`src/rtl/rv_ctrl_pkg.sv`:
```
// Shared definitions for the multi-cycle RV32I control path: opcodes,
// immediate-type codes, FSM states, instruction classes and mux codes.
package rv_ctrl_pkg;

    // Major opcodes (IR[6:0]) understood by the core
    localparam logic [6:0] OP_R      = 7'b0110011;
    localparam logic [6:0] OP_I_ALU  = 7'b0010011;
    localparam logic [6:0] OP_LOAD   = 7'b0000011;
    localparam logic [6:0] OP_STORE  = 7'b0100011;
    localparam logic [6:0] OP_BRANCH = 7'b1100011;
    localparam logic [6:0] OP_LUI    = 7'b0110111;
    localparam logic [6:0] OP_AUIPC  = 7'b0010111;
    localparam logic [6:0] OP_JAL    = 7'b1101111;
    localparam logic [6:0] OP_JALR   = 7'b1100111;
    localparam logic [6:0] OP_SYSTEM = 7'b1110011;

    // Immediate-generator format select, shared with the immediate path
    localparam logic [2:0] IMM_I = 3'd0;
    localparam logic [2:0] IMM_S = 3'd1;
    localparam logic [2:0] IMM_B = 3'd2;
    localparam logic [2:0] IMM_U = 3'd3;
    localparam logic [2:0] IMM_J = 3'd4;

    // Next-PC source select
    localparam logic [1:0] PC_SRC_PLUS4 = 2'd0;
    localparam logic [1:0] PC_SRC_IMM   = 2'd1;
    localparam logic [1:0] PC_SRC_JALR  = 2'd2;

    // Register-file write-back source select
    localparam logic [1:0] WB_SEL_ALU = 2'd0;
    localparam logic [1:0] WB_SEL_MEM = 2'd1;
    localparam logic [1:0] WB_SEL_PC4 = 2'd2;
    localparam logic [1:0] WB_SEL_IMM = 2'd3;

    // Reason the core stopped in TRAP
    localparam logic [1:0] TRAP_NONE    = 2'd0;
    localparam logic [1:0] TRAP_ILLEGAL = 2'd1;
    localparam logic [1:0] TRAP_TIMEOUT = 2'd2;

    typedef enum logic [2:0] {
        ST_FETCH  = 3'd0,
        ST_DECODE = 3'd1,
        ST_EXEC   = 3'd2,
        ST_MEM    = 3'd3,
        ST_WB     = 3'd4,
        ST_TRAP   = 3'd5
    } ctrl_state_e;

    typedef enum logic [3:0] {
        CLS_R,
        CLS_I_ALU,
        CLS_LOAD,
        CLS_STORE,
        CLS_BRANCH,
        CLS_LUI,
        CLS_AUIPC,
        CLS_JAL,
        CLS_JALR,
        CLS_SYSTEM,
        CLS_ILLEGAL
    } instr_class_e;

endpackage

```
`src/rtl/ctrl_opcode_decode.sv`:
```
// Combinational opcode classifier: maps IR[6:0] to an instruction class,
// the immediate format the immediate generator must use, and a legal flag.
module ctrl_opcode_decode
    import rv_ctrl_pkg::*;
(
    input  logic [6:0]   opcode,
    output instr_class_e op_class,
    output logic [2:0]   imm_type,
    output logic         legal
);

    // Unknown opcodes fall out as illegal with the I-format default
    always_comb begin
        op_class = CLS_ILLEGAL;
        imm_type = IMM_I;
        legal    = 1'b1;
        case (opcode)
            OP_R:      op_class = CLS_R;
            OP_I_ALU:  op_class = CLS_I_ALU;
            OP_LOAD:   op_class = CLS_LOAD;
            OP_STORE: begin
                op_class = CLS_STORE;
                imm_type = IMM_S;
            end
            OP_BRANCH: begin
                op_class = CLS_BRANCH;
                imm_type = IMM_B;
            end
            OP_LUI: begin
                op_class = CLS_LUI;
                imm_type = IMM_U;
            end
            OP_AUIPC: begin
                op_class = CLS_AUIPC;
                imm_type = IMM_U;
            end
            OP_JAL: begin
                op_class = CLS_JAL;
                imm_type = IMM_J;
            end
            OP_JALR:   op_class = CLS_JALR;
            OP_SYSTEM: op_class = CLS_SYSTEM;
            default:   legal = 1'b0;
        endcase
    end

endmodule

```
`src/rtl/multicycle_ctrl_fsm.sv`:
```
// Main control FSM of the multi-cycle RV32I core. Walks each instruction
// through FETCH/DECODE/EXEC/MEM/WB, waits on the memory handshake with a
// bounded wait counter, and parks in a sticky TRAP state on illegal opcodes
// or memory timeouts. MEM_TIMEOUT must lie in 1..255 (8-bit wait counter).
module multicycle_ctrl_fsm
    import rv_ctrl_pkg::*;
#(
    parameter int unsigned MEM_TIMEOUT = 255
)
(
    input  logic       clk,
    input  logic       rst_n,
    input  logic [6:0] opcode,
    input  logic       branch_taken,
    input  logic       mem_ready,
    output logic       mem_req,
    output logic       mem_we,
    output logic       mem_addr_sel,
    output logic       ir_write,
    output logic       pc_write,
    output logic [1:0] pc_src,
    output logic [2:0] imm_type,
    output logic       alu_a_sel,
    output logic       alu_b_sel,
    output logic       reg_write,
    output logic [1:0] wb_sel,
    output logic       instr_retired,
    output logic       trap,
    output logic [1:0] trap_cause,
    output logic [2:0] state_o
);

    localparam logic [7:0] TIMEOUT_LIMIT = 8'(MEM_TIMEOUT);

    ctrl_state_e  state;
    ctrl_state_e  next_state;
    logic [7:0]   wait_cnt;
    logic [1:0]   trap_cause_q;
    logic [1:0]   next_cause;
    logic         waiting;
    instr_class_e op_class;
    logic [2:0]   dec_imm_type;
    logic         op_legal;

    ctrl_opcode_decode u_decode (
        .opcode   (opcode),
        .op_class (op_class),
        .imm_type (dec_imm_type),
        .legal    (op_legal)
    );

    // State register, wait counter (restarts on every state change) and trap cause latch
    always_ff @(posedge clk or negedge rst_n) begin
        if (!rst_n) begin
            state        <= ST_FETCH;
            wait_cnt     <= 8'd0;
            trap_cause_q <= TRAP_NONE;
        end else begin
            state <= next_state;
            if (next_state != state) begin
                wait_cnt <= 8'd0;
            end else if (waiting) begin
                wait_cnt <= wait_cnt + 8'd1;
            end
            if ((next_state == ST_TRAP) && (state != ST_TRAP)) begin
                trap_cause_q <= next_cause;
            end
        end
    end

    // Next-state and datapath controls; everything is forced quiet while reset is held
    always_comb begin
        next_state    = state;
        next_cause    = TRAP_NONE;
        waiting       = 1'b0;
        mem_req       = 1'b0;
        mem_we        = 1'b0;
        mem_addr_sel  = 1'b0;
        ir_write      = 1'b0;
        pc_write      = 1'b0;
        pc_src        = PC_SRC_PLUS4;
        imm_type      = IMM_I;
        alu_a_sel     = 1'b0;
        alu_b_sel     = 1'b0;
        reg_write     = 1'b0;
        wb_sel        = WB_SEL_ALU;
        instr_retired = 1'b0;
        trap          = 1'b0;

        case (state)
            ST_FETCH: begin
                mem_req = 1'b1;
                if (mem_ready) begin
                    ir_write   = 1'b1;
                    next_state = ST_DECODE;
                end else begin
                    waiting = 1'b1;
                    if (wait_cnt == TIMEOUT_LIMIT) begin
                        next_state = ST_TRAP;
                        next_cause = TRAP_TIMEOUT;
                    end
                end
            end

            ST_DECODE: begin
                imm_type = dec_imm_type;
                if (!op_legal) begin
                    next_state = ST_TRAP;
                    next_cause = TRAP_ILLEGAL;
                end else begin
                    next_state = ST_EXEC;
                end
            end

            ST_EXEC: begin
                imm_type = dec_imm_type;
                case (op_class)
                    CLS_AUIPC, CLS_BRANCH, CLS_JAL: begin
                        alu_a_sel = 1'b1;
                        alu_b_sel = 1'b1;
                    end
                    CLS_I_ALU, CLS_LOAD, CLS_STORE, CLS_JALR, CLS_SYSTEM: begin
                        alu_b_sel = 1'b1;
                    end
                    default: ;
                endcase
                case (op_class)
                    CLS_BRANCH: begin
                        pc_write      = 1'b1;
                        pc_src        = branch_taken ? PC_SRC_IMM : PC_SRC_PLUS4;
                        instr_retired = 1'b1;
                        next_state    = ST_FETCH;
                    end
                    CLS_LOAD, CLS_STORE: next_state = ST_MEM;
                    default:             next_state = ST_WB;
                endcase
            end

            ST_MEM: begin
                imm_type     = dec_imm_type;
                mem_req      = 1'b1;
                mem_addr_sel = 1'b1;
                mem_we       = (op_class == CLS_STORE);
                if (mem_ready) begin
                    if (op_class == CLS_STORE) begin
                        pc_write      = 1'b1;
                        instr_retired = 1'b1;
                        next_state    = ST_FETCH;
                    end else begin
                        next_state = ST_WB;
                    end
                end else begin
                    waiting = 1'b1;
                    if (wait_cnt == TIMEOUT_LIMIT) begin
                        next_state = ST_TRAP;
                        next_cause = TRAP_TIMEOUT;
                    end
                end
            end

            ST_WB: begin
                imm_type      = dec_imm_type;
                reg_write     = (op_class != CLS_SYSTEM);
                pc_write      = 1'b1;
                instr_retired = 1'b1;
                next_state    = ST_FETCH;
                case (op_class)
                    CLS_LOAD:          wb_sel = WB_SEL_MEM;
                    CLS_JAL, CLS_JALR: wb_sel = WB_SEL_PC4;
                    CLS_LUI:           wb_sel = WB_SEL_IMM;
                    default:           wb_sel = WB_SEL_ALU;
                endcase
                case (op_class)
                    CLS_JAL:  pc_src = PC_SRC_IMM;
                    CLS_JALR: pc_src = PC_SRC_JALR;
                    default:  pc_src = PC_SRC_PLUS4;
                endcase
            end

            ST_TRAP: begin
                trap = 1'b1;
            end

            default: next_state = ST_FETCH;
        endcase

        if (!rst_n) begin
            mem_req       = 1'b0;
            mem_we        = 1'b0;
            mem_addr_sel  = 1'b0;
            ir_write      = 1'b0;
            pc_write      = 1'b0;
            pc_src        = PC_SRC_PLUS4;
            imm_type      = IMM_I;
            alu_a_sel     = 1'b0;
            alu_b_sel     = 1'b0;
            reg_write     = 1'b0;
            wb_sel        = WB_SEL_ALU;
            instr_retired = 1'b0;
            trap          = 1'b0;
        end
    end

    assign state_o    = state;
    assign trap_cause = trap_cause_q;

endmodule
```
`config.mk`:
```
export PLATFORM = sky130hd
export DESIGN_NAME = multicycle_ctrl_fsm
export DESIGN_NICKNAME = d
export VERILOG_FILES = /design/src/rtl/rv_ctrl_pkg.sv /design/src/rtl/ctrl_opcode_decode.sv /design/src/rtl/multicycle_ctrl_fsm.sv
export SDC_FILE = /design/constraint.sdc
export NUM_CORES = 1
export LEC_CHECK = 0
export CORE_UTILIZATION = 40
export DETAILED_ROUTE_END_ITERATION = 12
export PLACE_DENSITY = 0.81
export SYNTH_ARGS = -nofsm -noshare
export SYNTH_HDL_FRONTEND = slang
export SYNTH_SLANG_ARGS = --single-unit
```
`constraint.sdc`:
```
create_clock -name clk -period 2 [get_ports clk]
set_input_delay 0.2 -clock clk [delete_from_list [all_inputs] [get_ports clk]]
set_output_delay 0.2 -clock clk [all_outputs]
set_load 0.01 [all_outputs]
```
==> results_dict.tcl, run 1 <==
set metrics [dict create \
    netlist_area_um2 1170 \
    grtUsageTotal 0.226 \
    num_vias 1349 \
    slew_headroom 0.581 \
    grt_pass1_vias 1324 \
    cts_tree "built" \
    drive_gt1_frac 0.292 \
    avgSynthCellArea_um2 8.11 \
    num_io_pins 33 \
    drc 0 \
    mostFrequentLayoutCells "buf_4, dlygate4sd2_1, dfrtp_1" \
    drtIter0Drc 43 \
    syn_to_final_growth_pct 59.5 \
    crit_path_start_kind "input pin" \
    root_buffer "clkbuf_4" \
    yosysWarningCount 0 \
    port_buffers 32 \
    dieArea_um2 3140 \
    powerDensity_nw_per_um2 698 \
    synthFlopType "dfrtp_1" \
    synth_top_area_cell "dfrtp_1" \
    antenna-diode-count 0 \
    clk_pin_slew_ns 0.08 \
    cts_max_path_buffers 2 \
    wl_per_cell_um 14.4 \
    fillCellCount 228 \
    cts_max_level 1 \
    mostFrequentLayoutCell "buf_4" \
    hold_viol_final 0 \
    yosysSeqAreaShare 0.279 \
    fp.dieW_um 56.0 \
    dr.pass1.iters 4 \
    wl_met2_mm 1.90 \
    yosys.area.top_type_share 0.279 \
    ant_nets 0 \
    leakage_nw 0.891 \
    grt_pass1_wl_mm 5.75 \
    hold_class "in -> async" \
    gp_congestion 0.902 \
    final_cells 247 \
    syn_inst 144 \
    cp_max_fo 3 \
    drv_slew 0 \
    async_reset_ff_frac 1.00 \
    coreArea_um2 2760 \
    drv_cap 0 \
    met1Wirelength_mm 1.53 \
    worstSetupPathType "in -> out" \
    dp.cells 241 \
    die_y_um 56.0 \
    synth_area_leaders "dfrtp_1, xor2_1, nand3_1, nor2_1, nor3_1" \
    cts_buffers 3 \
    grt_max_degree 15 \
    fmax_mhz 524 \
    hpwl_mm 2.91 \
    worst_pin_slew_ns 0.621 \
    hold_slack_ns 0.0556 \
    synth-edff-count 0 \
    post-route-period-util 0.954 \
    setup_violations 0 \
    fin_skew_ns 0.00851 \
    ctsHoldBuffers 0 \
    ys_ff_latch 13 \
    gr-total-overflow 0 \
    cp.arrival_ns 1.71 \
    synth_nets 156 \
    run_status "completed" \
    finalWirelength_mm 3.56 \
    power_mw 1.30 \
    rsz0062_at_grt "yes" \
    worstPathRequired_ns 1.80 \
    highest_layer "met4" \
    ir_drop_v 0.000765 \
    start_util 0.423 \
    fin_nets 229 \
    std_cell_rows 19 \
    crit_path_end_kind "primary output" \
    cts.sinks 13 \
    clock_latency_ns 0.27 \
    via_per_inst 5.46 \
    wl_met3_um 101 \
    antenna_found_initial 0 \
    min_period_ns 1.91 \
    fin_setup_tns_ns 0 \
    ys_types 51 \
]
layer usage:
metal | up-vias | global-route usage
met3 | 4 | 0.0163
met4 | 0 | 0.0627
li1 | 675 | -
met1 | 636 | 0.258
met2 | 34 | 0.444
met5 | - | 0
where the power goes:
part           total (mW)  internal (mW)  switching, mW  leakage [nW]
sequential          0.323          0.292         0.0312         0.171
combinational       0.818          0.395          0.423         0.705
clock               0.158         0.0770         0.0806        0.0150
cell usage after synthesis (2+ instances only):
cell	number
dfrtp_1	13
nor2_1	13
nand3_1	10
nor3_1	9
a21oi_1	7
nand2_1	6
xor2_1	6
and3_1	5
clkbuf_1	5
o21ai_0	5
and2_1	4
inv_1	4
nand3b_1	4
nand4_1	4
nor2b_1	4
nand2b_1	3
a22o_1	2
buf_2	2
mux2i_1	2
nor4_1	2
o21bai_1	2
or2_2	2
xnor2_1	2
flip-flops by register name, indices dropped and copies added, names as in the netlist:
| name | flops |
|---|---|
| wait_cnt | 8 |
| state_o | 3 |
| trap_cause | 2 |
kinds of logic after synthesis:
group                      share of synthesized area
buffers and inverters                         0.0579
and+or+nand+nor                                0.379
xor gates and xnor gates                      0.0836
adders and majority gates                     0.0193
AOI/OAI and AO/OA                              0.164
muxes                                         0.0171
DFF                                            0.279
path summary, 6_finish.rpt:
path	slack (ns)	from	endpoint	cells past startpoint
setup / recovery	0.09	opcode[0]	imm_type[1]	6
hold reg to reg	0.52	trap_cause[0]$_DFFE_PN0P_	trap_cause[0]$_DFFE_PN0P_	1
max in group asynchronous	1.80	rst_n	wait_cnt[1]$_DFFE_PN0P_	3
setup reg to reg	0.17	state_o[1]$_DFF_PN0_	trap_cause[0]$_DFFE_PN0P_	7
min in group clk	0.52	trap_cause[0]$_DFFE_PN0P_	trap_cause[0]$_DFFE_PN0P_	1
hold / removal	0.06	rst_n	wait_cnt[4]$_DFFE_PN0P_	3
what timing repair did:
action | CTS | global route
setup endpoints to repair | 17 | 4
gates resized for setup | 26 | 10
buffers inserted | 2 | 0
pin swaps | 1 | 0
worst max-delay path, cell delays in order:
cell             delay (ns)
clkdlybuf4s50_1        0.50
nand2_1                0.07
or2_2                  0.32
buf_4                  0.15
nor3b_1                0.18
dlygate4sd2_1          0.30
metrics by stage:
step / utilization / worst slack [ns] / cell area [µm²]
6_report: 0.675 / 0.0918 / 1860
2_1_floorplan: - / 0.257 / 1170
3_5_place_dp: 0.654 / -0.382 / 1800
5_1_grt: 0.675 / -0.00352 / 1860
3_3_place_gp: 0.654 / -0.277 / 1800
4_1_cts: 0.666 / 0.0291 / 1840
final cells by class:
class                   count  area (µm²)  share of cell area
well taps                  31        38.8              0.0208
flip-flops and latches     13         325               0.175
inverters                   4        15.0             0.00806
repair buffers             78         647               0.347
multi-input cells         117         810               0.435
clock buffers               4        26.3              0.0141
Note: power is estimated with default switching activity, not from simulation.
==> inputs of run 2 (changes only) <==
--- a/config.mk
+++ b/config.mk
@@ -5,9 +5,10 @@
 export SDC_FILE = /design/constraint.sdc
 export NUM_CORES = 1
 export LEC_CHECK = 0
-export CORE_UTILIZATION = 40
+export CAP_MARGIN = 20
+export CORE_UTILIZATION = 47
 export DETAILED_ROUTE_END_ITERATION = 12
-export PLACE_DENSITY = 0.81
+export PLACE_DENSITY = 0.91
 export SYNTH_ARGS = -nofsm -noshare
 export SYNTH_HDL_FRONTEND = slang
 export SYNTH_SLANG_ARGS = --single-unit
==> run 2 against run 1 <==
Against the previous run: worst setup slack got worse by 0.060 ns; first-iteration DRC count increased by 51%; highest routed layer unchanged; clock power rose by 3%; largest cell class unchanged; sequential power about the same; largest power group unchanged; global-route usage grew 7.4 points; hold slack improved by 0.26 ns.
==> results_dict.tcl, run 2 (same netlist as run 1, synthesis figures left out) <==
set metrics [dict create \
    powerDensity_nw_per_um2 706 \
    worstSetupPathType "in -> out" \
    fin_skew_ns 0.00309 \
    ir_drop_v 0.000611 \
    pwr-share-clk 0.127 \
    setup_violations 0 \
    r2r_end "trap_cause[0]$_DFFE_PN0P_" \
    wl_per_cell_um 16.0 \
    hold_class "in -> async" \
    cts_buffers 3 \
    finalWirelength_mm 3.81 \
    cts_max_level 1 \
    cp_max_fo 3 \
    fin_nets 223 \
    worst_pin_slew_ns 0.582 \
    leakage_nw 0.842 \
    ctsHoldBuffers 0 \
    start_util 0.513 \
    largest-register "wait_cnt" \
    fin_setup_tns_ns 0 \
    antenna-diode-count 0 \
    fp.dieW_um 51.8 \
    p_switching_mw 0.534 \
    drtIter0Drc 65 \
    hpwl_mm 2.83 \
    cp.arrival_ns 1.77 \
    r2r_slack_ns 0.23 \
    port_buffers 32 \
    mostFrequentLayoutCells "buf_4, clkdlybuf4s50_1, dlygate4sd2_1, dfrtp_1, nor2_1" \
    clock_latency_ns 0.28 \
    p_sw_frac 0.418 \
    gr-total-overflow 0 \
    critPathLaunch "rst_n" \
    syn_to_final_growth_pct 55.3 \
    drc 0 \
    dp_slack_ns -0.391 \
    ant_nets 0 \
    num_vias 1407 \
    drive_gt1_frac 0.276 \
    min_period_ns 1.97 \
    slew_headroom 0.608 \
    dp.cells 233 \
    antenna_found_initial 0 \
    mostFrequentLayoutCell "buf_4" \
    r2r-start "state_o[0]$_DFF_PN0_" \
    largest_register_ffs 8 \
    root_buffer "clkbuf_4" \
    grt_pass1_wl_mm 5.95 \
    crit_path_end_kind "primary output" \
    crit_path_start_kind "input pin" \
    die_y_um 51.8 \
    gp_congestion 0.916 \
    final_cells 238 \
    power_mw 1.28 \
    dr.pass1.iters 4 \
    cts_max_path_buffers 2 \
    cts.sinks 13 \
    grtUsageTotal 0.300 \
    drv_slew 0 \
    std_cell_rows 17 \
    rsz0062_at_grt "yes" \
    intPower_mw 0.745 \
    grt_pass1_vias 1384 \
    fmax_mhz 508 \
    drv_cap 0 \
    worst_slack_ns 0.0323 \
    num_io_pins 33 \
    grt_max_degree 15 \
    via_per_inst 5.91 \
    run_status "completed" \
    post-route-period-util 0.984 \
    worstPathRequired_ns 1.80 \
    cts_tree "built" \
    clk_pin_slew_ns 0.08 \
    seqPwrFrac 0.255 \
    p_comb_frac 0.618 \
    coreArea_um2 2280 \
    hold_viol_final 0 \
    reg2reg_depth 6 \
    dieArea_um2 2690 \
]
## run 2: power by group through the flow
| stage | combinational, mW | clock [mW] | sequential [mW] |
|---|---|---|---|
| after floorplan | 0.406 | 0 | 0.350 |
| after global placement | 0.738 | 0 | 0.324 |
| after detailed placement | 0.765 | 0 | 0.325 |
| after CTS | 0.774 | 0.167 | 0.323 |
| after global routing | 0.857 | 0.176 | 0.329 |
| final | 0.791 | 0.162 | 0.326 |
## run 2: timing repair
| action | in CTS | in global routing |
|---|---|---|
| endpoints found under the setup margin | 17 | 9 |
| pin swaps | 1 | 1 |
| resized for setup | 24 | 13 |
| buffers inserted | 1 | 0 |
| hold endpoints to repair | 0 | 0 |
## run 2: worst max path at each step
stage / endpoint / slack (ns) / cells after the start
floorplan: wb_sel[0] / 0.26 / 3
global placement: wb_sel[0] / -0.22 / 4
detailed placement: alu_a_sel / -0.39 / 6
CTS: pc_src[0] / -0.006 / 6
global route: pc_src[0] / -0.03 / 6
finish: mem_addr_sel / 0.03 / 5
## run 2: metal layers
metal | track usage | vias to the layer above | wire (µm)
met5 | 0 | - | 0
met4 | 0.158 | 0 | 132
met3 | 0.0234 | 18 | 170
met2 | 0.545 | 75 | 1980
met1 | 0.344 | 649 | 1530
li1 | - | 665 | -
## run 2: layout make-up
| cell class | instances | area [µm²] |
|---|---|---|
| multi-input cells | 117 | 803 |
| repair buffers | 72 | 608 |
| inverters | 4 | 15.0 |
| clock buffers | 4 | 26.3 |
| well taps | 28 | 35.0 |
| fillers | 160 | 463 |
| flip-flops and latches | 13 | 325 |
## run 2: worst max-delay path, stage by stage
cell and delay [ns]:
clkdlybuf4s50_1 0.53, nor2b_2 0.20, and3_1 0.20, buf_4 0.11
clkdlybuf4s50_1 0.53
## run 2: per-stage QoR
| step | hold slack, ns | util | cell area [µm²] |
|---|---|---|---|
| floorplan | -0.0956 | - | 1170 |
| CTS | 0.315 | 0.791 | 1800 |
| finish | 0.315 | 0.797 | 1810 |
| global placement | 0.494 | 0.780 | 1780 |
| global route | 0.313 | 0.797 | 1810 |
| detailed placement | 0.490 | 0.780 | 1780 |
